===== src/rtl/fetch_frontend_pkg.sv =====
// Shared definitions for the instruction fetch front end: FSM state
// encoding, the default reset PC and the sequential PC step.
package fetch_frontend_pkg;

    typedef enum logic [1:0] {
        FETCH_RESET = 2'd0,  // one idle cycle after reset is released
        FETCH_RUN   = 2'd1,  // normal sequential fetch
        FETCH_DRAIN = 2'd2   // throwing away responses to pre-redirect requests
    } fetch_state_e;

    // First fetch address after reset.
    localparam logic [31:0] FETCH_RESET_PC = 32'h0100_0000;

    // Byte distance between consecutive sequential fetches.
    localparam int unsigned FETCH_PC_INCR = 4;

endpackage


===== src/rtl/fetch_fifo.sv =====
// Two-entry FIFO between instruction memory responses and decode.
// Write and read in the same cycle are both honoured, including when full.
// A flush empties it in one cycle and wins over a write in that cycle.
module fetch_fifo
    import fetch_frontend_pkg::*;
#(
    parameter int unsigned WIDTH = 64
) (
    input  logic             clk,
    input  logic             rst,
    input  logic             flush_i,
    input  logic             wr_en_i,
    input  logic [WIDTH-1:0] wr_data_i,
    input  logic             rd_en_i,
    output logic [WIDTH-1:0] rd_data_o,
    output logic [1:0]       count_o,
    output logic             empty_o
);

    logic [WIDTH-1:0] mem_q [2];
    logic             wr_ptr_q;
    logic             rd_ptr_q;
    logic [1:0]       count_q;
    logic             do_wr;
    logic             do_rd;

    // Reads only pop a live entry; writes need a free slot or a pop in the same cycle.
    assign do_rd = rd_en_i && (count_q != 2'd0);
    assign do_wr = wr_en_i && ((count_q != 2'd2) || do_rd);

    // Capture payloads into the slot at the write pointer.
    always_ff @(posedge clk) begin
        // NOTE: the storage array is deliberately not reset; the count decides what is
        // valid, so clearing payload bits would only add reset fan-out. Non-blocking
        // assignments keep every register sampling pre-edge values, whatever the order.
        if (do_wr && !flush_i) begin
            mem_q[wr_ptr_q] <= wr_data_i;
        end
    end

    // Pointer and occupancy bookkeeping; flush and reset both empty the FIFO.
    always_ff @(posedge clk) begin
        if (rst || flush_i) begin
            wr_ptr_q <= 1'b0;
            rd_ptr_q <= 1'b0;
            count_q  <= 2'd0;
        end else begin
            if (do_wr) begin
                wr_ptr_q <= ~wr_ptr_q;
            end
            if (do_rd) begin
                rd_ptr_q <= ~rd_ptr_q;
            end
            count_q <= count_q + 2'(do_wr) - 2'(do_rd);
        end
    end

    assign rd_data_o = mem_q[rd_ptr_q];
    assign count_o   = count_q;
    assign empty_o   = (count_q == 2'd0);

endmodule


===== src/rtl/fetch_frontend.sv =====
// Instruction fetch front end: issues sequential fetch requests under a
// two-slot credit, pairs in-order responses with their PCs, buffers them in
// a 2-entry FIFO for decode, and handles redirects by flushing and draining
// responses that belong to the old path.
//
// Optional feature macro: FETCH_MISALIGN_CHECK_EN
//   defined   -> misalign_o port exists; redirect targets are forced word aligned
//   undefined -> no misalign_o port; redirect targets are used as given
module fetch_frontend
    import fetch_frontend_pkg::*;
#(
    parameter int unsigned       DWIDTH   = 32,
    parameter int unsigned       AWIDTH   = 32,
    parameter logic [AWIDTH-1:0] RESET_PC = AWIDTH'(FETCH_RESET_PC)
) (
    input  logic              clk,
    input  logic              rst,
    output logic              imem_req_valid_o,
    input  logic              imem_req_ready_i,
    output logic [AWIDTH-1:0] imem_addr_o,
    input  logic              imem_rsp_valid_i,
    input  logic [DWIDTH-1:0] imem_rsp_data_i,
    input  logic              redirect_i,
    input  logic [AWIDTH-1:0] redirect_pc_i,
    output logic              insn_valid_o,
    input  logic              insn_ready_i,
    output logic [DWIDTH-1:0] insn_o,
`ifdef FETCH_MISALIGN_CHECK_EN
    output logic              misalign_o,
`endif
    output logic [AWIDTH-1:0] pc_o
);

    localparam int unsigned EWIDTH = AWIDTH + DWIDTH;

    fetch_state_e      state_q, state_d;
    logic [AWIDTH-1:0] next_pc_q, next_pc_d;
    logic [1:0]        outstanding_q, outstanding_d;
    logic [1:0]        discard_q, discard_d;

    logic [1:0]        fifo_count;
    logic              fifo_empty;
    logic [EWIDTH-1:0] fifo_wr_data;
    logic [EWIDTH-1:0] fifo_rd_data;

    logic [2:0]        slots_in_use;
    logic              credit_ok;
    logic              req_fire;
    logic              dec_fire;
    logic              rsp_counted;
    logic              rsp_keep;
    logic [AWIDTH-1:0] rsp_pc;
    logic [AWIDTH-1:0] redirect_target;

    // ------------------------------------------------------------------
    // Redirect target shaping (optional alignment check)
    // ------------------------------------------------------------------
`ifdef FETCH_MISALIGN_CHECK_EN
    logic misalign_q;

    assign redirect_target = {redirect_pc_i[AWIDTH-1:2], 2'b00};

    // One-cycle flag for a redirect whose target was not word aligned.
    always_ff @(posedge clk) begin
        if (rst) begin
            misalign_q <= 1'b0;
        end else begin
            misalign_q <= redirect_i && (redirect_pc_i[1:0] != 2'b00);
        end
    end

    assign misalign_o = misalign_q;
`else
    assign redirect_target = redirect_pc_i;
`endif

    // ------------------------------------------------------------------
    // Handshakes and credit
    // ------------------------------------------------------------------
    // Every buffered or in-flight instruction holds one of the two FIFO
    // slots, so the FIFO can never be asked to accept more than it holds.
    assign slots_in_use = {1'b0, fifo_count} + {1'b0, outstanding_q};
    assign credit_ok    = (slots_in_use < 3'd2);

    assign imem_req_valid_o = !rst && (state_q == FETCH_RUN) && !redirect_i && credit_ok;
    assign imem_addr_o      = next_pc_q;
    assign req_fire         = imem_req_valid_o && imem_req_ready_i;

    assign insn_valid_o = !rst && !fifo_empty;
    assign dec_fire     = insn_valid_o && insn_ready_i && !redirect_i;

    // Any response retires one outstanding request; a response with nothing
    // outstanding is a leftover from before reset and is ignored outright.
    assign rsp_counted = imem_rsp_valid_i && (outstanding_q != 2'd0);
    assign rsp_keep    = rsp_counted && (state_q == FETCH_RUN) && !redirect_i;

    // Requests in RUN are issued back to back from next_pc, so the oldest
    // outstanding one was issued outstanding_q steps behind it.
    assign rsp_pc = next_pc_q - (AWIDTH'(outstanding_q) * AWIDTH'(FETCH_PC_INCR));

    assign fifo_wr_data = {rsp_pc, imem_rsp_data_i};

    fetch_fifo #(
        .WIDTH (EWIDTH)
    ) u_fifo (
        .clk       (clk),
        .rst       (rst),
        .flush_i   (redirect_i),
        .wr_en_i   (rsp_keep),
        .wr_data_i (fifo_wr_data),
        .rd_en_i   (dec_fire),
        .rd_data_o (fifo_rd_data),
        .count_o   (fifo_count),
        .empty_o   (fifo_empty)
    );

    // Outputs read as zero whenever nothing is buffered.
    assign insn_o = insn_valid_o ? fifo_rd_data[DWIDTH-1:0]      : '0;
    assign pc_o   = insn_valid_o ? fifo_rd_data[EWIDTH-1:DWIDTH] : '0;

    // ------------------------------------------------------------------
    // FSM, PC and counter next-state
    // ------------------------------------------------------------------
    // Next-state for the fetch FSM, next_pc and the outstanding/discard counts.
    always_comb begin
        // NOTE: every _d is given its hold value first so no path leaves it
        // unassigned; otherwise synthesis would infer a latch.
        state_d       = state_q;
        next_pc_d     = next_pc_q;
        outstanding_d = outstanding_q + 2'(req_fire) - 2'(rsp_counted);
        discard_d     = discard_q;

        case (state_q)
            FETCH_RESET: begin
                state_d = FETCH_RUN;
            end
            FETCH_RUN: begin
                if (req_fire) begin
                    next_pc_d = next_pc_q + AWIDTH'(FETCH_PC_INCR);
                end
            end
            FETCH_DRAIN: begin
                discard_d = discard_q - 2'(rsp_counted);
                if (discard_d == 2'd0) begin
                    state_d = FETCH_RUN;
                end
            end
            default: begin
                state_d = FETCH_RESET;
            end
        endcase

        // A redirect overrides everything: requests still in flight become
        // discards, and a response landing this cycle is already one of them.
        if (redirect_i) begin
            next_pc_d     = redirect_target;
            discard_d     = outstanding_q - 2'(rsp_counted);
            outstanding_d = discard_d;
            state_d       = (discard_d != 2'd0) ? FETCH_DRAIN : FETCH_RUN;
        end
    end

    // State registers with synchronous reset.
    always_ff @(posedge clk) begin
        if (rst) begin
            state_q       <= FETCH_RESET;
            next_pc_q     <= RESET_PC;
            outstanding_q <= 2'd0;
            discard_q     <= 2'd0;
        end else begin
            state_q       <= state_d;
            next_pc_q     <= next_pc_d;
            outstanding_q <= outstanding_d;
            discard_q     <= discard_d;
        end
    end

endmodule


===== config.mk =====
export PLATFORM = sky130hd
export DESIGN_NAME = fetch_frontend
export DESIGN_NICKNAME = d
export VERILOG_FILES = /design/src/rtl/fetch_frontend_pkg.sv /design/src/rtl/fetch_fifo.sv /design/src/rtl/fetch_frontend.sv
export SDC_FILE = /design/constraint.sdc
export NUM_CORES = 1
export LEC_CHECK = 0
export CORE_ASPECT_RATIO = 0.7
export CORE_UTILIZATION = 51
export CTS_CLUSTER_DIAMETER = 100
export DETAILED_ROUTE_END_ITERATION = 10
export PLACE_DENSITY = 0.77
export SYNTH_ARGS = -nofsm -noshare
export SYNTH_HDL_FRONTEND = slang
export SYNTH_SLANG_ARGS = --single-unit
export TNS_END_PERCENT = 10

===== constraint.sdc =====
create_clock -name clk -period 6.1 [get_ports clk]
set_input_delay 0.61 -clock clk [delete_from_list [all_inputs] [get_ports clk]]
set_output_delay 0.61 -clock clk [all_outputs]
set_load 0.005 [all_outputs]

==> summary.md, run 1 <==
| Metric | Value |
|---|---|
| Post-synthesis sequential area ratio | 0.5912 |
| Synth Area per Inst | 11.74 µm² |
| Fill count | 1,088 |
| Tot Pwr | 2.904 mW |
| Worst Path Arrival | 2.93 ns |
| Yosys Warn Count | 0 |
| ANT cells | 0 |
| TNS Setup | 0 ns |
| Clk_skew | 0.009884 ns |
| Ys async rst share | 0 |
| Die W | 151.3 µm |
| Area after DPL | 9727 µm² |
| Initial antenna violation count | 0 |
| Post-route ant nets | 0 |
| H-tree levels | 4 |
| Crit path cell chain | clkdlybuf4s50_1, buf_4, or2_2, buf_4, nor2_1, clkdlybuf4s50_1 |
| CTS tree | yes |
| Port Buffers | 167 |
| RR Startpoint | outstanding_q[0] |
| Synth-to-Final Area Change | 29.61% |
| Synth unique cells | 62 |
| Slew HR | 0.2147 |
| Layout Nets | 903 |
| First-pass DRT Iterations | 5 |
| Mapped Cells | 678 |
| Vias in the first global route | 5,546 |
| Status | finished clean |
| Worst slew pin tran | 1.178 ns |
| Via density | 5.650 |
| Reg clk slew, reported paths | 0.07 ns |
| Final setup fails | 0 |
| RePlAce Congestion | 0.8801 |
| Final instance area | 10,310 µm² |
| Leak | 3.415 nW |
| Total CTS buffers | 17 |
| RSZ-0062 raised after global routing | false |
| Row count | 37 |
| Core Region | 14,950 µm² |
| Initial core utilization | 0.5322 |
| Crit path capture type | output pin |
| Gr ovfl total | 0 |
| Yosys top cell area share | 0.4830 |
| Hold Crit Depth | 1 |
| Reg-to-Reg End | outstanding_q[1] |
| Seq cells post-synth | 171 |
| Power Density | 281.6 nW/µm² |
| HP Start | state_q[1] |
| Max incr delay on CP | 0.55 ns |
| Placed Cells | 998 |
| Final Hold Violating Endpoints | 0 |
| Dpl hpwl | 12,420 µm |
| Max Root-Sink Buffers | 2 |
| Non-Filler Instances | 1,030 |
| Worst-skew pair later-pin latency | 0.42 ns |
| DR iter-0 viols | 594 |
| Die H | 106.5 µm |
| Utilization after layout | 0.6897 |
| Hold buffer count at CTS | 0 |
| Die area | 16,120 µm² |
| Flop2flop setup slack | 2.60 ns |
| VDD IR-drop max | 0.0001889 V |
| Clock sinks | 171 |
| Hold crit path type | register to register |
| Post-CTS setup buffers | 0 |
| Routed vias | 5,820 |
| Final worst path period share | 0.5797 |
| Post-synth EDFFs | 128 |
| Largest net degree at the start of global routing | 66 |
| First-pass GRT wire length | 28,940 µm |
| Setup CP Type | primary input to output pin |
| Top FF cell, synth | edfxtp_1 |
| Critical Path Source Type | primary input |
| # IOs | 168 |
| Critical-path top delay cell | buf_4 |
| Post-Syn Nets | 759 |
| Top post-synthesis cells by area | edfxtp_1 48%, dfxtp_1 11%, mux2i_1 8.3% |
| CTS resizes | 0 |
| FMAX | 0.2828 GHz |
| Crit-path max FO | 65 |
| Total track usage | 0.2385 |
| Max-cap violations | 0 |
| Worst endpoint required time | 5.49 ns |
| Post-Route WL | 18,680 µm |
| Final Max Tran Viols | 0 |
| Clock period minus worst slack | 3.536 ns |
| Wire length per cell | 18.13 µm |
| Worst Hold End | state_q[0] |
| Share of post-route cells with drive strength above 1 | 0.07186 |
| Synthesized area | 7958 µm² |
| Worst Reg-to-Reg Cells | 13 |
| Area leader, netlist | edfxtp_1 |
| Root Driver | clkbuf_16 |
| DRC Markers | 0 |
cell usage after synthesis, types with 2 or more instances:
cell and number:
nand3b_1 4, clkbuf_1 27, and3_1 2, nand2_1 41
nor4_2 3, edfxtp_1 128, mux2_2 2, a21oi_1 17
buf_2 10, nand4_1 17, a31oi_1 13, buf_1 9
nor2_1 96, a311oi_1 5, buf_4 2, or3_1 4
a32oi_1 3, fa_1 2, dfxtp_1 43, o21ai_0 10
o311ai_1 2, xnor2_1 25, nor4_4 2, mux2i_1 66
inv_1 19, nor3_2 2, a41oi_1 2, nor3_1 12
or4_1 3, ha_1 9, nor4_1 6, nand2b_1 3
a22oi_1 4, xor2_1 20, nand3_1 13, nor3b_1 2
a211oi_1 3, o211ai_1 2, and2_1 10, o22ai_1 8
nor2b_1 6
critical path: cells and delay by family:
kind	cells	cell delay (ns)
and+or+nand+nor	2	0.36
buffers and inverters	4	1.91
sequential cells by signal, indices dropped and copies added (netlist names), named ones only:
signal,count
u_fifo.mem_q,128
imem_addr_o,32
discard_q,2
outstanding_q,2
state_q,2
u_fifo.count_o,2
u_fifo.rd_ptr_q,1
u_fifo.wr_ptr_q,1
metrics by stage:
stage,hold slack (ns),worst slack [ns]
final,0.5026,2.564
after global routing,0.5341,2.402
after CTS,0.5015,2.547
after detailed placement,0.4892,2.174
after global placement,0.4870,2.238
after floorplan,0.4480,1.015
placed cells by master, fill, tap and decap left out, types with 19 or more instances in the layout:
cell type,count
inv_1,19
xor2_1,20
nand2_1,41
dfxtp_1,42
mux2i_1,66
edfxtp_1,128
nor2_1,96
xnor2_1,25
clkdlybuf4s50_1,167
worst max-delay path by stage:
stage	from	to	slack [ns]	depth (start not counted)
floorplan	redirect_i	u_fifo.mem_q[0][0]	1.01	4
global placement	imem_rsp_valid_i	u_fifo.mem_q[1][40]	2.24	6
detailed placement	imem_rsp_valid_i	u_fifo.mem_q[1][37]	2.17	6
CTS	rst	insn_o[31]	2.55	6
global route	rst	pc_o[14]	2.40	6
finish	rst	insn_o[31]	2.56	6
cell families after synthesis:
logic type | after synthesis | synth area share
and+or+nand+nor | 235 | 0.1520
DFF | 171 | 0.5912
AOI/OAI and AO/OA | 76 | 0.06242
buffers and inverters | 70 | 0.03648
muxes | 70 | 0.08915
xor gates and xnor gates | 45 | 0.04953
adders and majority gates | 11 | 0.01918
layout make-up:
cell class | count | area, µm² | area share
Clock inverter | 12 | 140.1 | 0.01359
Multi-Input combinational cell | 437 | 2972 | 0.2881
Sequential cell | 171 | 4708 | 0.4565
Inverter | 21 | 78.83 | 0.007643
Clock buffer | 20 | 446.7 | 0.04331
Tap cell | 195 | 244.0 | 0.02366
Timing Repair Buffer | 174 | 1724 | 0.1672
metal layers:
metal | track usage | up-vias | routed length, µm
li1 | - | 2746 | -
met1 | 0.3404 | 2814 | 8389
met2 | 0.3627 | 240 | 8647
met3 | 0.04678 | 20 | 1402
met4 | 0.08143 | 0 | 239
met5 | 0 | - | 0
power by group:
group	switching, mW	internal [mW]
Sequential	0.0621	1.34
Combinational	0.236	0.206
Clock	0.444	0.619
No activity file was read; power rests on OpenSTA's default activity.
==> run 2, diff against run 1 <==
--- a/config.mk
+++ b/config.mk
@@ -6,10 +6,10 @@
 export NUM_CORES = 1
 export LEC_CHECK = 0
 export CORE_ASPECT_RATIO = 0.7
-export CORE_UTILIZATION = 51
+export CORE_UTILIZATION = 46
 export CTS_CLUSTER_DIAMETER = 100
 export DETAILED_ROUTE_END_ITERATION = 10
-export PLACE_DENSITY = 0.77
+export PLACE_DENSITY = 0.73
 export SYNTH_ARGS = -nofsm -noshare
 export SYNTH_HDL_FRONTEND = slang
 export SYNTH_SLANG_ARGS = --single-unit
==> constraint.sdc (replaced) <==
create_clock -name clk -period 3.11 [get_ports clk]
set_input_delay 0.311 -clock clk [delete_from_list [all_inputs] [get_ports clk]]
set_output_delay 0.311 -clock clk [all_outputs]
set_load 0.005 [all_outputs]
==> summary.md, run 2 (synthesis gave the netlist of run 1 again) <==
| Metric | Value |
|---|---|
| Share of post-route cells with drive strength above 1 | 0.08757 (+0.01572) |
| Comb pwr share | 0.162 (+0.010) |
| Largest net degree at the start of global routing | 45 (-32%) |
| Core Region | 16,590 µm² (+11%) |
| Clock period minus worst slack | 2.978 ns |
| # IOs | 168 (unchanged) |
| Clk_skew | 0.009764 ns (-0.0001193 ns) |
| Max incr delay on CP | 0.58 ns (+0.03 ns) |
| CTS resizes | 0 (unchanged) |
| FMAX | 0.3358 GHz |
| Wire length per cell | 17.93 µm (-1.1%) |
| CP delay by family, top | simple AND/OR/NAND/NOR gates |
| Final setup fails | 0 (unchanged) |
| Final worst path period share | 0.9575 |
| Worst Setup SP | outstanding_q[0] |
| Synth-to-Final Area Change | 31.26% |
| Critical-path top delay cell | or4b_4 |
| Hold crit path type | primary input to register |
| Seq pwr share | 0.488 (+0.006) |
| Port Buffers | 167 (unchanged) |
| Commonest non-fill, non-tap cell in the layout | clkdlybuf4s50_1 |
| Sw Ratio | 0.2630 (+0.007457) |
| Crit path capture type | output pin |
| Row count | 39 (+5.4%) |
| Layout Nets | 913 (+1.1%) |
| Die area | 17,840 µm² (+11%) |
| Via density | 5.407 (-4.3%) |
| Max Root-Sink Buffers | 2 (unchanged) |
| Worst Path Arrival | 2.67 ns (-0.26 ns) |
| Max-cap violations | 0 (unchanged) |
| Total track usage | 0.2204 (-0.01816) |
| Max reg flops | 128 (unchanged) |
| Initial core utilization | 0.4796 (-0.05254) |
| Worst slew pin tran | 0.6245 ns (-0.5534 ns) |
| Initial antenna violation count | 0 (unchanged) |
| Power Density | 536.5 nW/µm² (+91%) |
| Post-route ant nets | 0 (unchanged) |
| HP Start | rst |
| Internal power | 4.130 mW (+91%) |
| Worst-skew pair later-pin latency | 0.42 ns (about the same) |
| Routed vias | 5,785 (-0.60%) |
| Crit-path max FO | 4 (-94%) |
| RR Startpoint | outstanding_q[0] |
| Total CTS buffers | 17 (unchanged) |
| Vias in the first global route | 5,598 (+0.94%) |
| Reg with most FFs | u_fifo.mem_q |
| First-pass GRT wire length | 30,340 µm (+4.8%) |
| Reg clk slew, reported paths | 0.06 ns (about the same) |
| Critical Path Source Type | register |
| DRC Markers | 0 (unchanged) |
| Area after DPL | 9893 µm² (+1.7%) |
| Utilization after layout | 0.6296 (-0.06017) |
| DR iter-0 viols | 517 (-13%) |
| Gr ovfl total | 0 (unchanged) |
| Final instance area | 10,450 µm² (+1.3%) |
| Clock sinks | 171 (unchanged) |
| Die W | 159.2 µm (+5.2%) |
| Status | finished clean |
| RePlAce Congestion | 0.8431 (-4.2%) |
| CTS tree | yes |
| VDD IR-drop max | 0.0003255 V (+72%) |
| Final Hold Violating Endpoints | 0 (unchanged) |
| Final worst setup slack | 0.1321 ns (-2.432 ns) |
| Slew HR | 0.5821 (+0.3674) |
| Clock power frac | 0.350 (-0.016) |
| Die H | 112.0 µm (+5.2%) |
| H-tree levels | 4 (unchanged) |
| Post-place setup slack | 0.1995 ns (-1.975 ns) |
| Final Max Tran Viols | 0 (unchanged) |
| Hold buffer count at CTS | 0 (unchanged) |
| First-pass DRT Iterations | 4 (-1) |
| Dpl hpwl | 13,110 µm (+5.6%) |
| Leak | 3.470 nW (+1.6%) |
| Switch Pwr | 1.474 mW (+99%) |
| Most frequent cells in the layout | 165 x clkdlybuf4s50_1, 128 x edfxtp_1, 96 x nor2_1 |
| Root Driver | clkbuf_16 |
| CP bufs+invs | 2 (-2) |
| Post-Route WL | 19,190 µm (+2.7%) |
| Hold_ws | 0.2428 ns (-0.2597 ns) |
| Post-CTS setup buffers | 0 (unchanged) |
| TNS Setup | 0 ns (unchanged) |
| Setup CP Type | register to output pin |
| Crit path cell chain | inv_1, nor2_1, fa_1, or4b_4, nor3_2, clkdlybuf4s50_1 |
| ANT cells | 0 (unchanged) |
| RSZ-0062 raised after global routing | false |
| Worst endpoint required time | 2.80 ns (-2.69 ns) |
run 2: layer usage:
layer | track usage | wire length [µm]
met1 | 0.3172 | 9147
met2 | 0.3386 | 8647
met3 | 0.05358 | 1190
met4 | 0.04872 | 204
met5 | 0 | 0
run 2: final timing paths:
path / end / slack [ns] / cells after the start
setup / recovery: imem_req_valid_o / 0.13 / 6
hold / removal: outstanding_q[1] / 0.24 / 2
setup reg to reg: imem_addr_o[5] / 0.21 / 10
hold reg to reg: u_fifo.mem_q[0][32] / 0.49 / 0
run 2: layout make-up:
cell class,count,area (µm²)
clock buffer,20,456.7
clock inverter,12,88.84
fill,1310,6146
inverter,21,78.83
multi-input combinational,437,2978
sequential,171,4710
tap,225,281.5
timing repair buffer,184,1852
run 2: stage by stage:
step	power, mW	instances
after CTS	5.629	1070
after floorplan	3.311	678
after detailed placement	3.681	1038
final	5.604	1070
after global routing	5.837	1070
after global placement	3.652	1038
run 2: power groups by stage:
stage / clock network, mW / registers, mW / logic [mW]
6_report: 1.96 / 2.73 / 0.910
4_1_cts: 1.99 / 2.73 / 0.909
5_1_grt: 2.09 / 2.75 / 1.00
3_5_place_dp: 0 / 2.78 / 0.903
2_1_floorplan: 0 / 2.74 / 0.570
3_3_place_gp: 0 / 2.77 / 0.880
==> run 3, diff against run 2 <==
--- a/config.mk
+++ b/config.mk
@@ -5,6 +5,7 @@
 export SDC_FILE = /design/constraint.sdc
 export NUM_CORES = 1
 export LEC_CHECK = 0
+export ABC_CLOCK_PERIOD_IN_PS = 3110
 export CORE_ASPECT_RATIO = 0.7
 export CORE_UTILIZATION = 46
 export CTS_CLUSTER_DIAMETER = 100
==> results of run 3 <==
The final DEF is identical to that of run 2; final timing and power are the same.
